### src/rtl/amplitude_detector_mc.sv
// Multi-channel amplitude detector for the IAGC datapath.
// Every channel sees the same window of N accepted samples. Each channel
// reports its unsigned peak, signed absolute peak or peak-to-peak value,
// and o_valid pulses for one cycle per completed window.

// Per-channel accumulator. It keeps all three statistics in parallel, so the
// clear value never depends on which mode is latched.
module amplitude_detector_mc_lane #(
  parameter int W = 16
) (
  input  logic         i_clock,
  input  logic         i_reset_n,
  input  logic         i_clear,
  input  logic         i_accept,
  input  logic [1:0]   i_mode,
  input  logic [W-1:0] i_data,
  output logic [W-1:0] o_result
);
  localparam logic signed [W-1:0] SMIN = {1'b1, {(W-1){1'b0}}};
  localparam logic signed [W-1:0] SMAX = {1'b0, {(W-1){1'b1}}};
  localparam logic [W-1:0]        ONE  = W'(1);

  logic [W-1:0]        umax_q, umax_d;
  logic [W-1:0]        amax_q, amax_d;
  logic signed [W-1:0] smax_q, smax_d;
  logic signed [W-1:0] smin_q, smin_d;
  logic [W-1:0]        abs_x;
  logic signed [W-1:0] sx;

  // Next-value logic for the running max / |max| / signed max / signed min.
  always_comb begin
    sx     = $signed(i_data);
    // |-2^(W-1)| wraps to 2^(W-1), which is the correct unsigned magnitude.
    abs_x  = i_data[W-1] ? (~i_data + ONE) : i_data;
    umax_d = umax_q;
    amax_d = amax_q;
    smax_d = smax_q;
    smin_d = smin_q;
    if (i_clear) begin
      umax_d = '0;
      amax_d = '0;
      smax_d = SMIN;
      smin_d = SMAX;
    end else if (i_accept) begin
      if (i_data > umax_q) umax_d = i_data;
      if (abs_x  > amax_q) amax_d = abs_x;
      if (sx > smax_q)     smax_d = sx;
      if (sx < smin_q)     smin_d = sx;
    end
  end

  // Accumulator registers.
  always_ff @(posedge i_clock) begin
    if (!i_reset_n) begin
      umax_q <= '0;
      amax_q <= '0;
      smax_q <= SMIN;
      smin_q <= SMAX;
    end else begin
      umax_q <= umax_d;
      amax_q <= amax_d;
      smax_q <= smax_d;
      smin_q <= smin_d;
    end
  end

  // Select the result by window mode. The true max-min needs W+1 bits, but
  // after at least one sample it is non-negative and at most 2^W-1, so the
  // W-bit modular difference equals the truncated W+1-bit result exactly.
  always_comb begin
    case (i_mode)
      2'd1:    o_result = amax_q;
      2'd2:    o_result = smax_q - smin_q;
      default: o_result = umax_q;
    endcase
  end
endmodule

module amplitude_detector_mc #(
  parameter int NUM_CHANNELS         = 2,
  parameter int SAMPLER_DATA_SIZE    = 16,
  parameter int AMPLITUDE_COUNT_SIZE = 16,
  parameter int IAGC_STATUS_SIZE     = 4
) (
  input  logic                                      i_clock,
  input  logic                                      i_reset_n,
  input  logic                                      i_sample,
  input  logic [IAGC_STATUS_SIZE-1:0]               i_iagc_status,
  input  logic [1:0]                                i_mode,
  input  logic [AMPLITUDE_COUNT_SIZE-1:0]           i_amplitude_count,
  input  logic [NUM_CHANNELS*SAMPLER_DATA_SIZE-1:0] i_data,
  output logic [NUM_CHANNELS*SAMPLER_DATA_SIZE-1:0] o_amplitude,
  output logic                                      o_valid,
  output logic                                      o_busy
);
  localparam int W   = SAMPLER_DATA_SIZE;
  localparam int ACW = AMPLITUDE_COUNT_SIZE;

  typedef enum logic [1:0] {
    S_IDLE   = 2'd0,
    S_SAMPLE = 2'd1,
    S_DETECT = 2'd2
  } state_t;

  state_t                           state_q, state_d;
  logic [ACW-1:0]                   cnt_q, cnt_d;
  logic [ACW-1:0]                   n_q, n_d;
  logic [1:0]                       mode_q, mode_d;
  logic [NUM_CHANNELS-1:0][W-1:0]   amp_q, amp_d;
  logic                             valid_q, valid_d;
  logic                             busy_q, busy_d;
  logic                             clear, accept;
  logic [ACW-1:0]                   cnt_inc;
  logic [ACW-1:0]                   n_latch;
  logic                             status_on;
  logic [NUM_CHANNELS-1:0][W-1:0]   lane_data;
  logic [NUM_CHANNELS-1:0][W-1:0]   lane_res;

  assign lane_data = i_data;
  assign status_on = (i_iagc_status != '0);
  assign cnt_inc   = cnt_q + ACW'(1);
  // A window length of 0 would never close, so it is run as 1.
  assign n_latch   = (i_amplitude_count == '0) ? ACW'(1) : i_amplitude_count;

  for (genvar c = 0; c < NUM_CHANNELS; c++) begin : g_lane
    amplitude_detector_mc_lane #(.W(W)) u_lane (
      .i_clock   (i_clock),
      .i_reset_n (i_reset_n),
      .i_clear   (clear),
      .i_accept  (accept),
      .i_mode    (mode_q),
      .i_data    (lane_data[c]),
      .o_result  (lane_res[c])
    );
  end

  // Window sequencing: IDLE waits for IAGC, SAMPLE counts strobes, and DETECT
  // publishes results during its single dead cycle.
  always_comb begin
    state_d = state_q;
    cnt_d   = cnt_q;
    n_d     = n_q;
    mode_d  = mode_q;
    amp_d   = amp_q;
    valid_d = 1'b0;
    clear   = 1'b0;
    accept  = 1'b0;
    case (state_q)
      S_IDLE: begin
        clear  = 1'b1;
        cnt_d  = '0;
        mode_d = i_mode;
        n_d    = n_latch;
        if (status_on) state_d = S_SAMPLE;
      end
      S_SAMPLE: begin
        if (!status_on) begin
          state_d = S_IDLE;
        end else if (i_sample) begin
          accept = 1'b1;
          cnt_d  = cnt_inc;
          if (cnt_inc == n_q) state_d = S_DETECT;
        end
      end
      S_DETECT: begin
        clear  = 1'b1;
        cnt_d  = '0;
        mode_d = i_mode;
        n_d    = n_latch;
        if (status_on) begin
          amp_d   = lane_res;
          valid_d = 1'b1;
          state_d = S_SAMPLE;
        end else begin
          state_d = S_IDLE;
        end
      end
      default: state_d = S_IDLE;
    endcase
    busy_d = (state_d == S_SAMPLE) || (state_d == S_DETECT);
  end

  // Control and output registers.
  always_ff @(posedge i_clock) begin
    if (!i_reset_n) begin
      state_q <= S_IDLE;
      cnt_q   <= '0;
      n_q     <= ACW'(1);
      mode_q  <= 2'd0;
      amp_q   <= '0;
      valid_q <= 1'b0;
      busy_q  <= 1'b0;
    end else begin
      state_q <= state_d;
      cnt_q   <= cnt_d;
      n_q     <= n_d;
      mode_q  <= mode_d;
      amp_q   <= amp_d;
      valid_q <= valid_d;
      busy_q  <= busy_d;
    end
  end

  assign o_amplitude = amp_q;
  assign o_valid     = valid_q;
  assign o_busy      = busy_q;
endmodule
### config.mk
export PLATFORM = sky130hd
export DESIGN_NAME = amplitude_detector_mc
export DESIGN_NICKNAME = d
export VERILOG_FILES = /design/src/rtl/amplitude_detector_mc.sv
export SDC_FILE = /design/constraint.sdc
export NUM_CORES = 1
export LEC_CHECK = 0
export CAP_MARGIN = 30
export CORE_UTILIZATION = 37
export DETAILED_ROUTE_END_ITERATION = 8
export GPL_TIMING_DRIVEN = 0
export HOLD_SLACK_MARGIN = 0.03
export PLACE_DENSITY = 0.58
export SYNTH_ARGS = -nofsm -noshare
export SYNTH_HDL_FRONTEND = slang
export SYNTH_HIERARCHICAL = 1
export SYNTH_SLANG_ARGS = --single-unit
### constraint.sdc
create_clock -name i_clock -period 10.55 [get_ports i_clock]
set_input_delay 1.055 -clock i_clock [delete_from_list [all_inputs] [get_ports i_clock]]
set_output_delay 1.055 -clock i_clock [all_outputs]
set_load 0.01 [all_outputs]
### Yosys cells after proc, flatten, opt, wreduce, memory -nomap -nowiden

Cells that the tools add are included.

* add/subtract/negate cells: 5
* $lt $le $gt $ge: 8
* equal/unequal tests: 9
* multiplexer cells: 19
* bitwise logic cells: 3
* reductions and logical operators: 18

Operators by type and width (number)
* $gt 16x16->1: 6
* $pmux 16 s2: 3
* $mux 16: 5
* $add 16x1->16 const B: 3
* $lt 16x16->1: 2
* $not 16->16: 2
* $sub 16x16->16: 2
* $reduce_and 2->1: 10
* $eq 16x16->1: 1
* $logic_not 16->1: 1
* $mux 2: 4
* $eq 2x1->1 const B: 3
* $eq 2x2->1 const B: 3
* $mux 1: 6
* $pmux 2 s3: 1
* $ne 2x2->1 const B: 2
* $reduce_bool 4->1: 1
* $reduce_or 2->1: 2
* $reduce_and 3->1: 1
* $logic_not 2->1: 1
* $reduce_bool 2->1: 1
* $logic_or 1x1->1: 1
* $not 1->1: 1

* bits in registers: 198
* output and inout bits: 34
* logic and storage cells: 78

### Longest topological paths before layout

Gate-level depths: netlist (run 1).

* word-level depth: 8
* gate-level depth with buffers: 15

### Cells and area by module

The synthesis (run 1) kept the hierarchy.

By module, submodules not included
* amplitude_detector_mc_lane (g_lane[1].u_lane): times used 1, cells an instance 690, area each 5427.7 um^2, sequential area each 1281.2 um^2
* amplitude_detector_mc_lane (g_lane[0].u_lane): times used 1, cells an instance 644, area each 5126.2 um^2, sequential area each 1281.2 um^2
* amplitude_detector_mc: times used 1, cells an instance 364, area each 3241.9 um^2, sequential area each 1401.3 um^2

### Worst setup path after synthesis (run 1)

OpenSTA, ideal clock, no wires.

* path kind: input -> register
* start: input i_data[23]
* end: register g_lane[1].u_lane.amax_q[10]
* arrival time: 4.262 ns
* required time: 10.478 ns
* slack: 6.216 ns
* stages on the path: 11
* cell sequence: clkbuf_1 -> or4_1 -> or4_1 -> o21ai_1 -> xnor2_1 -> ha_1 -> and3_1 -> a31o_2 -> a31oi_1 -> buf_2 -> mux2i_1

* word-level cells in the longest chain between the ends: 5

Ends and longest elaborated chain
* start: declaration: line 91 `input logic [NUM_CHANNELS*SAMPLER_DATA_SIZE-1:0] i_data,`
* $not 16->16: line 34 `abs_x = i_data[W-1] ? (~i_data + ONE) : i_data;`
* $add 16x1->16: line 34
* $mux 16: line 34
* net g_lane[1].u_lane.abs_x[14]: line 27 `logic [W-1:0] abs_x;`
* $gt 16x16->1: line 46 `if (abs_x > amax_q) amax_d = abs_x;`
* $reduce_and 2->1 (no source line)
* end signal: assignment: line 61 `amax_q <= amax_d;`
* end: declaration: line 24 `logic [W-1:0] amax_q, amax_d;`

The timed path passes the listed nets, and every way through them passes these cells.
A chain may end at the register's enable or synchronous reset.

### Final worst setup path (run 1)

Ends and elaborated chain as after synthesis.

==> metrics.md, run 1 <==
| Metric | Value |
|---|---|
| Run status | complete, no violations |
| Residual DRC | 0 |
| Die height | 195 µm |
| First-pass GRT wire length | roughly 67000 µm |
| Area of the mapped netlist | 13800 µm² |
| CTS Root Cell | clkbuf_16 |
| First-pass DRT Iterations | 5 |
| Final slew viol count | 0 |
| # hold bufs at CTS | 0 |
| Final setup viols | 0 |
| Violation count after the first detailed-routing iteration | 927 |
| Longest Clk Path Bufs | 2 |
| Via density | around 5.6 |
| CP Capture Type | flop |
| Post-route cell area | 15900 µm² |
| Cell variety after synth | 86 |
| Post-CTS sizing | 0 |
| Vias in the first global route | 12200 |
| Clock Pin Slew Worst Setup and Hold Paths | approximately 0.080 ns |
| Final setup margin | 5.37 ns |
| Via count | 12800 |
| Post-Syn Nets | 1920 |
| Most used DFF post-synth | dfxtp_1 |
| Slowest CP cell | a31oi_1 |
| Min cycle time layout | 5.18 ns |
| CP bufs+invs | 3 |
| Post-synth EDFFs | 0 |
| Net count reported at finish | 2030 |
| CTS Buf Count | 17 |
| Worst Max-Slew Pin Slew | about 0.9 ns |
| TritonCTS Sinks | 198 |
| Slowest stage delay, CP | 0.68 ns |
| Skew-Pair Late Insertion Delay | between 0.4 and 0.5 ns |
| Largest net degree at the start of global routing | 18 |
| DP HPWL | around 33000 µm |
| WP data required | 10.93 ns |
| Worst slack, placed | 4.87 ns |
| Routed wire length | 42200 µm |
| Core area | 36600 µm² |
| LEAKAGE | a little over 0.006 µW |
| Hold Vio Cnt, Final | 0 |
| Crit-path cells | clkdlybuf4s50_1 > clkbuf_1 > or4_1 > or4_1 > nor4_1 > ha_1 > and3_1 > a31o_2 > a31oi_1 > buf_2 > mux2i_1 |
| H-tree Lvls | 4 |
| PD cells | 110 nW/µm² |
| Drt wl/cell | 18.4 µm |
| Fillers | 3687 |
| RSZ-0062 raised after global routing | false |
| Synthesis-stage register bit count | 198 |
| Total Power | 1750 µW |
| Placement Cell Area | 15300 µm² |
| Share of cells above drive strength 1 | 4.72% |
| Antenna-violating nets left | 0 |
| Gate Count Post-Synth | 1698 |
| Row cnt | 70 |
| Crit path max fanout | 10 |
| Yosys warnings | 6 |
| Starting density of the core | 37.7% |
| Clock Skews | 0.0130 ns |
| Crit start category | input port |
| Fmax | ~190 MHz |
| CTS tree | built |
| Peak supply drop | between 0.1 and 0.15 mV |
| Area Growth Syn to Fin | 15.0% |
| Top delay family on crit path | simple AND/OR/NAND/NOR gates |
| Global-route usage over all layers | 22.2% |
| # port buffers | 90 |
| Crit path kind | in2reg |
| Post-CTS setup buffer count | 0 |
| Placer Congestion | around 0.92 |
| Final period utilization | 49.1% |
| Most used cell, CP | or4_1 |
| Die area | 38100 µm² |
| Avg Cell Area, Syn | 8.12 µm² |
| Chip width | about 200 µm |
| Seq/Total Area, Yosys | 28.7% |
| Post-route setup TNS | 0 ns |
| Post-synth ARST share | 0% |
| GRT Residual Overflow | 0 |
| Worst hold path type | reg2reg |
| Diode count | 0 |
| Maxcap violations | 0 |
| Slew HR | 37.9% |
| Critical Path AT | 5.56 ns |
| I/O Pins | 91 |
| Initial antenna violation count | 0 |
[routing by layer]
| layer | up-vias | part of all wire, % | global-route usage (%) |
|---|---|---|---|
| met1 | 6112 | 50 | 31.6 |
| met3 | 43 | 4.8 | 3.07 |
| met2 | 321 | 44 | 34.9 |
| li1 | 6336 | - | - |
| met4 | 0 | 1.6 | 5.80 |
| met5 | - | 0 | 0 |
[flip-flops by register name (all words and copies together), names as in the netlist]
name                  flops
o_busy                    1
mode_q                    2
o_amplitude              32
n_q                      16
g_lane.u_lane/amax_q     32
state_q                   2
g_lane.u_lane/umax_q     32
o_valid                   1
g_lane.u_lane/smin_q     32
g_lane.u_lane/smax_q     32
cnt_q                    16
[cell families after synthesis]
kind of cell / after synthesis / synth area share [%]
and+or+nand+nor: 521 / 19.2
DFF: 198 / 28.7
buffers and inverters: 250 / 7.40
AOI/OAI and AO/OA: 441 / 21.3
muxes: 41 / 2.99
adders and majority gates: 165 / 15.1
xor gates and xnor gates: 82 / 5.26
[worst reg2reg max path, cell delays in order (launching register included)]
cell and delay (ns):
dfxtp_1 0.40, nand3b_2 0.34, nor2_1 0.27, buf_6 0.22, inv_1 0.14, a31o_2 0.24, a31oi_1 0.68, buf_2 0.44
mux2i_1 0.23
[where the power goes]
part,total [µW],switching [µW],leakage (µW),internal (µW)
clock network,661,325,0.000272,336
registers,774,11.9,0.00160,762
logic,318,198,0.00424,120
total,1750,535,0.00611,1220
[through the flow]
stage | instances | utilization (%) | hold slack [ns]
global placement | 2256 | 41.7 | 0.443
CTS | 2289 | 43.3 | 0.459
global route | 2289 | 43.3 | 0.478
floorplan | 1698 | - | 0.448
finish | 2289 | 43.3 | 0.456
detailed placement | 2257 | 41.8 | 0.448
[worst paths after layout]
check	end	depth (start not counted)	slack [ns]	from
setup / recovery	g_lane[1].u_lane/amax_q[10]	11	5.37	i_data[23]
hold / removal	o_amplitude[6]	2	0.46	o_amplitude[6]
setup reg to reg	g_lane[1].u_lane/amax_q[10]	8	7.52	state_q[1]
hold reg to reg	o_amplitude[6]	2	0.46	o_amplitude[6]
[cell usage after synthesis (5+ instances only)]
master	instances	area share (%)
a22oi_1	5	0.27
nand2_1	190	5.2
nand3_1	105	3.8
a21boi_1	32	1.7
xor2_1	27	1.7
o21ai_1	5	0.18
o211ai_1	15	0.82
nand2b_1	17	0.77
nor2b_1	28	1.3
or3_1	8	0.36
nor3_1	29	1.1
a211oi_1	19	1.0
o221ai_1	11	0.70
buf_4	8	0.44
a21oi_1	105	3.8
inv_1	154	4.2
clkbuf_1	69	1.9
o21a_1	6	0.33
and4_1	5	0.32
buf_2	10	0.36
nor4_1	6	0.27
o22ai_1	5	0.23
nor2_1	47	1.3
a21o_1	20	1.1
o31ai_1	70	3.8
or4_1	5	0.27
xnor2_1	54	3.4
ha_1	163	15
a31oi_1	33	1.5
nor3b_1	7	0.38
o21bai_1	5	0.27
nand4_1	35	1.6
dfxtp_1	198	29
a221oi_1	13	0.83
mux2i_1	39	2.8
o21ai_0	59	2.1
[layout make-up]
class / count / area [µm²] / area share, %
Clock inverter: 13 / 123 / 0.773
Tap cell: 468 / 586 / 3.69
Timing Repair Buffer: 91 / 912 / 5.75
Buffer: 95 / 439 / 2.77
Sequential cell: 198 / 3960 / 25.0
Multi-Input combinational cell: 1250 / 8810 / 55.6
Clock buffer: 19 / 443 / 2.79
Inverter: 155 / 582 / 3.67
[cell usage in the layout (no fill, tap or decap), types with 20 or more instances in the layout]
cell             synthesis  final
clkbuf_1                69     70
nor2b_1                 28     28
mux2i_1                 39     39
a21o_1                  20     20
clkdlybuf4s50_1          0     90
o31ai_1                 70     70
nand4_1                 35     35
ha_1                   163    163
a21oi_1                105    105
inv_1                  154    154
xor2_1                  27     27
nor3_1                  29     29
dfxtp_1                198    198
nor2_1                  47     47
a21boi_1                32     32
o21ai_0                 59     59
a31oi_1                 33     33
nand3_1                105    105
nand2_1                190    190
xnor2_1                 54     54
Note: power is estimated with default switching activity, not from simulation.
==> run 2, diff against run 1 <==
Settings changed: PLACE_DENSITY 0.58 to 0.6.
Clock period 10.55 ns to 4.5 ns, I/O delays scaled along.
==> metrics.md, run 2 (synthesis gave the netlist of run 1 again) <==
| Metric | Value |
|---|---|
| Global-route usage over all layers | 22.3% (+0.13 points) |
| Drt wl/cell | 18.5 µm (+0.47%) |
| Worst hold path type | reg2reg |
| Placement Cell Area | 15300 µm² (unchanged) |
| Clock Skews | 0.0118 ns (-0.00113 ns) |
| Area Growth Syn to Fin | 15.2% |
| Post-route cell area | 15900 µm² (+0.20%) |
| Die height | 195 µm (unchanged) |
| M1 wire length | 21000 µm (about the same) |
| Crit path kind | in2reg |
| Crit-path cells | clkdlybuf4s50_1 > clkbuf_1 > or4_1 > or4_1 > nor4_1 > ha_1 > and3_1 > a31o_2 > a31oi_2 > buf_2 > mux2i_1 |
| CTS Buf Count | 17 (unchanged) |
| Clock Pin Slew Worst Setup and Hold Paths | 0.08 ns (about the same) |
| PD cells | 261 nW/µm² (+140%) |
| Slowest stage delay, CP | 0.62 ns (-0.06 ns) |
| Most used cell, CP | or4_1 |
| First-pass DRT Iterations | 7 (+2) |
| Vias in the first global route | 12100 (-0.50%) |
| Slew HR | 32.8% (-5.1 points) |
| LEAKAGE | 0.00612 µW (+0.19%) |
| Wire length on met3 | 2270 µm (+11%) |
| Non-Filler Instances | 2289 (unchanged) |
| Post-CTS setup buffer count | 0 (unchanged) |
| Critical Path AT | 4.60 ns (-0.96 ns) |
| # port buffers | 90 (unchanged) |
| Starting density of the core | 37.7% (unchanged) |
| CP Capture Type | flop |
| WP data required | 4.89 ns (-6.04 ns) |
| Final setup viols | 0 (unchanged) |
| Slowest CP cell | or4_1 |
| Met2 routed WL | 18400 µm (-0.47%) |
| Residual DRC | 0 (unchanged) |
| CP bufs+invs | 3 (unchanged) |
| I/O Pins | 91 (unchanged) |
| Chip width | 195 µm (unchanged) |
| Placer Congestion | 0.907 (-1.7%) |
| TritonCTS Sinks | 198 (unchanged) |
| First-pass GRT wire length | 66800 µm (+0.34%) |
| Peak supply drop | 0.267 mV (+110%) |
| Fmax | 237 MHz |
| Initial antenna violation count | 0 (unchanged) |
| CTS tree | built |
| Commonest cells after routing, fill and taps aside | 198 x dfxtp_1, 190 x nand2_1, 163 x ha_1 |
| Final period utilization | between 90% and 100% |
| Violation count after the first detailed-routing iteration | 891 (-3.9%) |
| CTS Root Cell | clkbuf_16 |
| Worst Max-Slew Pin Slew | 0.983 ns (+0.0753 ns) |
| Crit path max fanout | 10 (unchanged) |
| Skew-Pair Late Insertion Delay | 0.46 ns (about the same) |
| Highest routed layer | met4 |
| RSZ-0062 raised after global routing | false |
| Die area | 38100 µm² (unchanged) |
| Via count | 12800 (-0.44%) |
| Row cnt | 70 (unchanged) |
| Min cycle time layout | 4.22 ns |
| Post-CTS sizing | 1 (+1) |
| Top delay family on crit path | simple AND/OR/NAND/NOR gates |
| Run status | complete, no violations |
| Antenna-violating nets left | 0 (unchanged) |
| Share of cells above drive strength 1 | 4.83% (+0.11 points) |
| Longest Clk Path Bufs | 2 (unchanged) |
| Diode count | 0 (unchanged) |
| Via density | 5.57 (-0.44%) |
| Reg2Reg Setup Slack | 1.58 ns (-5.94 ns) |
| Maxcap violations | 0 (unchanged) |
| Final slew viol count | 0 (unchanged) |
| Largest net degree at the start of global routing | 20 (+2) |
| Routed wire length | 42400 µm (+0.47%) |
| Commonest non-fill, non-tap cell in the layout | dfxtp_1 |
| # hold bufs at CTS | 0 (unchanged) |
| Net count reported at finish | 2030 (unchanged) |
| H-tree Lvls | 4 (unchanged) |
| Crit start category | input port |
| DP HPWL | 33100 µm (+0.29%) |
| Placed cells | 2257 (unchanged) |
| GRT Residual Overflow | 0 (unchanged) |
| Hold Vio Cnt, Final | 0 (unchanged) |
| Core area | 36600 µm² (unchanged) |
==> run 2: tightest hold or removal path, stage by stage, from the launching register on <==
cell      delay, ns
dfxtp_1        0.31
nand2_1        0.05
a21boi_1       0.05
==> run 2: path summary, 6_finish.rpt <==
path                         startpoint                          end  depth (start not counted)
max                          i_data[23]  g_lane[1].u_lane/amax_q[11]                         11
min                     o_amplitude[11]              o_amplitude[11]                          2
max reg2reg  g_lane[1].u_lane/smin_q[1]   g_lane[1].u_lane/smin_q[7]                          8
min reg2reg             o_amplitude[11]              o_amplitude[11]                          2
==> run 2: area by class of cell <==
class                   count  area [µm²]
clock buffers              17         425
well taps                 468         586
flip-flops and latches    198        3960
multi-input cells        1250        8820
fillers                  3619       20700
repair buffers             91         912
clock inverters            15         165
plain buffers              95         439
inverters                 155         582
==> run 2: metrics by stage <==
step / util (%) / setup WS [ns] / power, µW / setup TNS [ns] / hold WS [ns]
2_1_floorplan: - / 0.771 / 2320 / 0 / 0.448
3_3_place_gp: 41.7 / -0.400 / 2580 / -3.94 / 0.443
3_5_place_dp: 41.8 / -0.495 / 2590 / -5.43 / 0.444
4_1_cts: 43.4 / 0.274 / 4180 / 0 / 0.455
5_1_grt: 43.4 / 0.00942 / 4330 / 0 / 0.476
6_report: 43.4 / 0.282 / 4140 / 0 / 0.452
==> run 2: report_power, final <==
part / switching [µW] / internal, µW / leakage (µW)
Clock: 792 / 789 / 0.000283
Sequential: 28.4 / 1790 / 0.00160
Combinational: 466 / 281 / 0.00424
==> run 2: layer usage <==
layer,global-route usage (%),vias up
li1,-,6334
met1,31.6,6071
met2,34.5,313
met3,3.70,38
met4,6.79,0
met5,0,-
==> run 3, diff against run 2 <==
Settings changed: CORE_MARGIN from default to 3.
==> metrics.md, run 3 (synthesis gave the netlist of run 1 again) <==
| Metric | Value |
|---|---|
| Fillers | 3659 (+1.1%) |
| CP Capture Type | flop |
| Chip width | 199 µm (+2.1%) |
| GRT Residual Overflow | 0 (unchanged) |
| Starting density of the core | 37.6% (-0.090 points) |
| Run status | complete, no violations |
| RR Startpoint | g_lane[1].u_lane/smax_q[1] |
| Reg2Reg Setup Slack | 1.59 ns (about the same) |
| Via density | 5.59 (+0.34%) |
| Residual DRC | 0 (unchanged) |
| Clock Skews | 0.0161 ns (+0.00428 ns) |
| Final slew viol count | 0 (unchanged) |
| RSZ-0062 raised after global routing | false |
| CP bufs+invs | 3 (unchanged) |
| Multi-input logic area | 8820 µm² (unchanged) |
| CTS tree | built |
| Vias in the first global route | 12100 (+0.31%) |
| TritonCTS Sinks | 198 (unchanged) |
| Slowest CP cell | or4_1 |
| First-pass GRT wire length | 66700 µm (about the same) |
| Commonest cells after routing, fill and taps aside | 198 x dfxtp_1, 190 x nand2_1, 163 x ha_1 |
| Hold Vio Cnt, Final | 0 (unchanged) |
| # port buffers | 90 (unchanged) |
| Die area | 39600 µm² (+4.1%) |
| Diode count | 0 (unchanged) |
| Core area | 36700 µm² (+0.24%) |
| Hold path endpoint | o_amplitude[2] |
| Share of cells above drive strength 1 | 4.83% (unchanged) |
| Drt wl/cell | 18.4 µm (-0.55%) |
| Worst path depth | 11 (unchanged) |
| Via count | 12800 (+0.34%) |
| Routed wire length | 42200 µm (-0.55%) |
| PD cells | 259 nW/µm² (-0.55%) |
| Crit-path cells | clkdlybuf4s50_1 > clkbuf_1 > or4_1 > or4_1 > nor4_1 > ha_1 > and3_1 > a31o_2 > a31oi_2 > buf_2 > mux2i_1 |
| Peak supply drop | 0.266 mV (-0.38%) |
| Longest Clk Path Bufs | 2 (unchanged) |
| LEAKAGE | 0.00611 µW (-0.23%) |
| Die height | 199 µm (+2.1%) |
| Clock Pin Slew Worst Setup and Hold Paths | 0.08 ns (about the same) |
| First-pass DRT Iterations | 6 (-1) |
| Most used cell, CP | or4_1 |
| RR Endpoint | g_lane[1].u_lane/smax_q[9] |
| Reg2reg path depth | 9 (+1) |
| I/O Pins | 91 (unchanged) |
| Worst hold path type | reg2reg |
| Slowest stage delay, CP | 0.62 ns (about the same) |
| Crit path kind | in2reg |
| Antenna-violating nets left | 0 (unchanged) |
| Maxcap violations | 0 (unchanged) |
| Area Growth Syn to Fin | 15.0% |
| Worst slack, placed | -0.470 ns (+0.0258 ns) |
| Final setup margin | 0.271 ns (-0.0114 ns) |
| Hold Path Stages | 2 (unchanged) |
| Worst Hold Launch | o_amplitude[2] |
| Post-route setup TNS | 0 ns (unchanged) |
| Worst Max-Slew Pin Slew | 0.845 ns (-0.137 ns) |
| Largest net degree at the start of global routing | 19 (-5.0%) |
| Crit path max fanout | 10 (unchanged) |
| WP data required | 4.88 ns (about the same) |
| Initial antenna violation count | 0 (unchanged) |
| Critical Path AT | 4.61 ns (about the same) |
| Fmax | 236 MHz (-0.27%) |
| Commonest non-fill, non-tap cell in the layout | dfxtp_1 |
| FF/Latch Area | 3960 µm² (unchanged) |
| Net count reported at finish | 2030 (unchanged) |
| Placer Congestion | 0.895 (-1.4%) |
| Top delay family on crit path | simple AND/OR/NAND/NOR gates |
| Slew HR | 42.2% (+9.4 points) |
| Final setup viols | 0 (unchanged) |
| Global-route usage over all layers | 21.3% (-1.0 points) |
| CTS Root Cell | clkbuf_16 |
| H-tree Lvls | 4 (unchanged) |
| Violation count after the first detailed-routing iteration | 854 (-4.2%) |
| CTS Buf Count | 17 (unchanged) |
| DP HPWL | 33000 µm (-0.30%) |
| Min cycle time layout | 4.23 ns (+0.0114 ns) |
| Skew-Pair Late Insertion Delay | 0.46 ns (about the same) |
| Final period utilization | 94.0% (+0.25 points) |
| Row cnt | 70 (unchanged) |
| Crit start category | input port |
-- run 3: final cells by class --
class,instances,area share [%]
inverters,155,3.67
plain buffers,95,2.77
repair buffers,91,5.73
multi-input cells,1250,55.6
well taps,468,3.69
clock buffers,17,2.68
flip-flops and latches,198,25.0
clock inverters,15,0.915
-- run 3: repair_timing --
action                                  in CTS  in global routing
hold buffers                                 0                  0
endpoints found under the setup margin       0                 10
gates resized for setup                      0                  1
buffers inserted                             0                  0
endpoints found under the hold margin        0                  0
-- run 3: worst max-delay path by stage --
stage	start	endpoint	slack, ns
floorplan	i_data[23]	g_lane[1].u_lane/amax_q[10]	0.77
global placement	i_data[23]	g_lane[1].u_lane/amax_q[14]	-0.43
detailed placement	i_data[23]	g_lane[1].u_lane/amax_q[11]	-0.47
CTS	i_data[23]	g_lane[1].u_lane/amax_q[9]	0.005
global route	i_data[23]	g_lane[1].u_lane/amax_q[7]	0.07
finish	i_data[23]	g_lane[1].u_lane/amax_q[9]	0.27
-- run 3: power breakdown --
group,total (µW),internal [µW],switching (µW)
combinational,743,281,462
clock,1550,777,778
sequential,1820,1790,29.4
total,4110,2840,1270
-- run 3: worst register-to-register path, delay by kind of cell, from the launching register on --
family | cells | cell delay (ns)
compound gates | 4 | 1.26
simple gates | 2 | 0.34
flops | 1 | 0.45
buf+inv | 2 | 0.50
fa+ha+maj | 1 | 0.28
-- run 3: metrics by stage --
| step | util (%) | cells | hold WS (ns) | instance area, µm² | power [µW] |
|---|---|---|---|---|---|
| 3_5_place_dp | 41.7 | 2257 | 0.450 | 15300 | 2590 |
| 2_1_floorplan | - | 1698 | 0.448 | 13800 | 2320 |
| 4_1_cts | 43.2 | 2289 | 0.461 | 15900 | 4140 |
| 6_report | 43.2 | 2289 | 0.457 | 15900 | 4110 |
| 5_1_grt | 43.2 | 2289 | 0.480 | 15900 | 4310 |
| 3_3_place_gp | 41.6 | 2256 | 0.443 | 15300 | 2570 |
-- run 3: metal layers --
| layer | part of all wire [%] | GRT usage (%) | vias up |
|---|---|---|---|
| li1 | - | - | 6328 |
| met1 | 49 | 30.6 | 6045 |
| met2 | 44 | 33.2 | 385 |
| met3 | 6.2 | 3.78 | 41 |
| met4 | 1.6 | 5.39 | 0 |
| met5 | 0 | 0 | - |
